## src/rtl/operand_sequencer.sv

```systemverilog
// Operand sequencer: captures P then Q from switches on load edges, or sweeps
// the 10-bit pair {P,Q} through all values at one step per STEP_DIV cycles.
module operand_sequencer #(
   parameter int unsigned STEP_DIV = 4
) (
   input  logic       clk,
   input  logic       rst,
   input  logic [4:0] sw,
   input  logic       load,
   input  logic       sweep,
   output logic [4:0] P,
   output logic [4:0] Q,
   output logic       valid,
   output logic [1:0] state,
   output logic       done
);

   typedef enum logic [1:0] {
      S_P     = 2'd0,
      S_Q     = 2'd1,
      S_HOLD  = 2'd2,
      S_SWEEP = 2'd3
   } state_t;

   localparam logic [15:0] DIV_MAX = 16'(STEP_DIV - 1);

   state_t      r_state;
   logic [4:0]  r_p;
   logic [4:0]  r_q;
   logic        r_valid;
   logic        r_done;
   logic [15:0] r_div;
   logic        r_load_d;

   logic        w_load_edge;
   logic [9:0]  w_pair_next;

   assign w_load_edge = load & ~r_load_d;
   assign w_pair_next = {r_p, r_q} + 10'd1;

   always_ff @(posedge clk) begin
      if (rst) begin
         r_state  <= S_P;
         r_p      <= '0;
         r_q      <= '0;
         r_valid  <= 1'b0;
         r_done   <= 1'b0;
         r_div    <= '0;
         r_load_d <= 1'b1;   // load already high at release must not count
      end else begin
         r_load_d <= load;
         r_done   <= 1'b0;
         if (r_state == S_SWEEP) begin
            if (!sweep) begin
               r_state <= S_P;
               r_valid <= 1'b0;
               r_div   <= '0;
            end else if (r_div == DIV_MAX) begin
               r_div          <= '0;
               {r_p, r_q}     <= w_pair_next;
               r_done         <= ({r_p, r_q} == 10'h3FF);
            end else begin
               r_div <= r_div + 16'd1;
            end
         end else if (sweep) begin
            // sweep entry wins over any same-cycle load edge
            r_state <= S_SWEEP;
            r_p     <= '0;
            r_q     <= '0;
            r_div   <= '0;
            r_valid <= 1'b1;
         end else if (w_load_edge) begin
            case (r_state)
               S_P: begin
                  r_p     <= sw;
                  r_state <= S_Q;
               end
               S_Q: begin
                  r_q     <= sw;
                  r_valid <= 1'b1;
                  r_state <= S_HOLD;
               end
               default: begin
                  r_p     <= sw;
                  r_valid <= 1'b0;
                  r_state <= S_Q;
               end
            endcase
         end
      end
   end

   assign P     = r_p;
   assign Q     = r_q;
   assign valid = r_valid;
   assign state = r_state;
   assign done  = r_done;

endmodule

```

## config.mk

```make
export PLATFORM = sky130hd
export DESIGN_NAME = operand_sequencer
export DESIGN_NICKNAME = d
export VERILOG_FILES = /design/src/rtl/operand_sequencer.sv
export SDC_FILE = /design/constraint.sdc
export NUM_CORES = 1
export LEC_CHECK = 0
export ABC_AREA = 1
export CAP_MARGIN = 30
export CORE_MARGIN = 4
export CORE_UTILIZATION = 35
export CTS_CLUSTER_DIAMETER = 80
export CTS_CLUSTER_SIZE = 8
export DETAILED_ROUTE_END_ITERATION = 7
export MAX_ROUTING_LAYER = met4
export PLACE_DENSITY = 0.52
export SYNTH_ARGS = -nofsm -noshare
export SYNTH_HDL_FRONTEND = slang
export SYNTH_SLANG_ARGS = --single-unit
```

## constraint.sdc

```tcl
create_clock -name clk -period 1.7 [get_ports clk]
set_input_delay 0.34 -clock clk [delete_from_list [all_inputs] [get_ports clk]]
set_output_delay 0.34 -clock clk [all_outputs]
set_load 0.05 [all_outputs]
```

==> results.md <==
- CTS H-Tree Depth: 2
- Initial Util: between 30 and 40%
- Hold EP: valid$_SDFFE_PP0P_
- Worst Path Required: between 1.5 and 2 ns
- Hold path startpoint: valid$_SDFFE_PP0P_
- Final Wtd Congestion: 0.879
- Seq/Total Area, Yosys: 32.4%
- Final core utilization: 45.9%
- Vias in the first global route: between 1500 and 2000
- PwrDens: 703 nW/um^2
- # clock sinks: 31
- Die area: about 6700 um^2
- Routed wire per std cell: approximately 12 um
- Async SR Flop Fraction: 0%
- Post-synth cell types: 31
- Status: completed
- Setup bufs post-CTS: 0
- I/O Buffers: 22
- P_leak: approximately 0.98 nW
- Max Slew Vio Count: 0
- GRT Util Overall: approximately 17%
- Worst Setup Start Kind: register
- Post-route ant nets: 0
- Hold path depth: 2
- RSZ-0062 raised after global routing: false
- Worst reg2reg startpoint: r_div[1]$_SDFFE_PP0N_
- Area Overhead vs Synth: 24.7%
- Root Buffer: clkbuf_8
- Worst R2R End: r_div[14]$_SDFFE_PP0N_
- Core ar.: 5200 um^2
- Max-Cap Viols: 0
- Final net count: around 360
- # DRC: 0
- CTS Buf Count: 5
- Initial DRC count: 115
- Largest net degree at the start of global routing: 13
- Period minus WS final: roughly 1.5 ns
- Syn_nets: roughly 330
- Peak supply drop: 523 uV
- Crit-path max FO: 5
- Final number of setup-violating endpoints: 0
- Site row count: 26
- R2R depth: 7
- Kind of critical path: register to register
- Worst EP arrival: 1.69 ns
- DR pass1 iterations: 4
- Top FF cell, synth: dfxtp_1
- Vias post-DR: just over 2000
- Routed wire length: slightly above 5000 um
- Die X: approximately 80 um
- EDFF count, synth: 0
- Antenna violations before repair: 0
- #FFs+latches synth: 31
- Clock transition at the registers of the reported paths: about 0.060 ns
- Most frequent cells in the layout: nand2_1 (97), nor2_1 (55), dfxtp_1 (31), inv_1 (26), buf_4 (26)
- Slew headroom: roughly three quarters
- Die Height: about 80 um
- Cell Area, Synth: 1910 um^2
- Setup crit end kind: register
- Worst setup margin: 0.230 ns
- Post-Syn Instances: around 310
- Final Total Pwr: 1.68 mW
- I/O Pins: 23
- GR Overflow Total: 0
- Final Hold Vio Count: 0
- First-pass GRT wire length: ~8500 um
- Dpl ws: roughly 0.016 ns
- Antenna cells: 0
- Fmax achieved: about 0.68 GHz
- Commonest non-fill, non-tap cell in the layout: nand2_1
- Clk_lat worst skew: 0.28 ns
- CTS max path bufs: 2
- Share of cells above drive strength 1: between 10% and 20%
- Reg2Reg Setup Slack: roughly 0.23 ns
- Final period utilization: 86.5%
- Actual slew at the worst max-slew pin: roughly 0.38 ns
- CTS tree: done
- Hold Crit Class: register to register
- Syn. warnings: 0
- DR vias/cell: about 4.8
- Final worst clock skew: approximately 0.006 ns
- Avg Inst Size Synth: about 6 um^2
- HPWL reported at the end of detailed placement: 4000 um
worst max-delay path: stages (launching register included):
cell and delay [ns]:
dfxtp_1 0.36, ha_2 0.24, nand3_1 0.14, nor2_2 0.16, nand3_1 0.14, nor2_1 0.15
o21ai_0 0.09, a21oi_1 0.13
metal layers:
metal / vias to the layer above / track usage (%) / wire length [um]
met4: 0 / 4.98 / 70
met3: 8 / 3.29 / 180
met2: 31 / 24.6 / 2130
met1: 905 / 23.6 / 2750
met5: - / - / 0
li1: 1079 / - / -
how the worst max path moves through the flow:
stage | startpoint | to | cells after the start
final | r_div[1]$_SDFFE_PP0N_ | r_div[14]$_SDFFE_PP0N_ | 7
after floorplan | Q[0]$_SDFFE_PP0P_ | P[3]$_SDFFE_PP0P_ | 8
after global placement | sweep | done$_SDFF_PP0_ | 5
after CTS | r_div[1]$_SDFFE_PP0N_ | r_div[14]$_SDFFE_PP0N_ | 7
after global routing | r_div[1]$_SDFFE_PP0N_ | r_div[14]$_SDFFE_PP0N_ | 7
after detailed placement | sweep | done$_SDFF_PP0_ | 5
through the flow:
stage          hold slack [ns]  cell area [um^2]  instances    TNS [ns]
6_report                 0.480              2390        422           0
2_1_floorplan            0.447              1910        314           0
5_1_grt                  0.525              2390        422           0
3_3_place_gp             0.465              2290        415  -0.0000479
4_1_cts                  0.484              2380        422           0
3_5_place_dp             0.469              2290        415           0
final cells by class:
cell class,instances,area (um^2)
clock buffers,6,82.6
clock inverters,1,5.00
fillers,573,2820
inverters,31,118
multi-input cells,246,1140
flip-flops and latches,31,621
well taps,70,87.6
repair buffers,37,335
what timing repair did:
action / CTS / global route
hold buffers: 0 / 0
resized for setup: 0 / 2
endpoints found under the setup margin: 0 / 3
report_power, final:
part           internal [mW]  total, mW  switching, mW
Clock                  0.317      0.586          0.269
Combinational          0.116      0.318          0.202
Sequential             0.750      0.773         0.0231
synthesized netlist by cell type, drive strengths merged, types with 2 or more instances:
library cell,number,share of area (%)
xor2,2,0.92
dfxtp,31,32
nor2,58,12
nand3,25,6.8
nor3,2,0.52
nand4,8,2.6
inv,30,5.9
ha,2,1.3
nor4,2,0.65
clkbuf,2,0.39
o21ai,17,4.6
buf,4,1.8
a21oi,21,5.5
nand2,102,21
flip-flops by register name, indices dropped and copies added (netlist names):
name      flops
r_div        16
P             5
done          1
r_load_d      1
state         2
valid         1
Q             5
kinds of logic after synthesis:
group	synth area share, %
xor gates and xnor gates	1.37
DFF	32.4
buffers and inverters	8.37
and+or+nand+nor	44.5
AOI/OAI and AO/OA	12.0
adders and majority gates	1.31
Power figures use the tool's default switching activity.
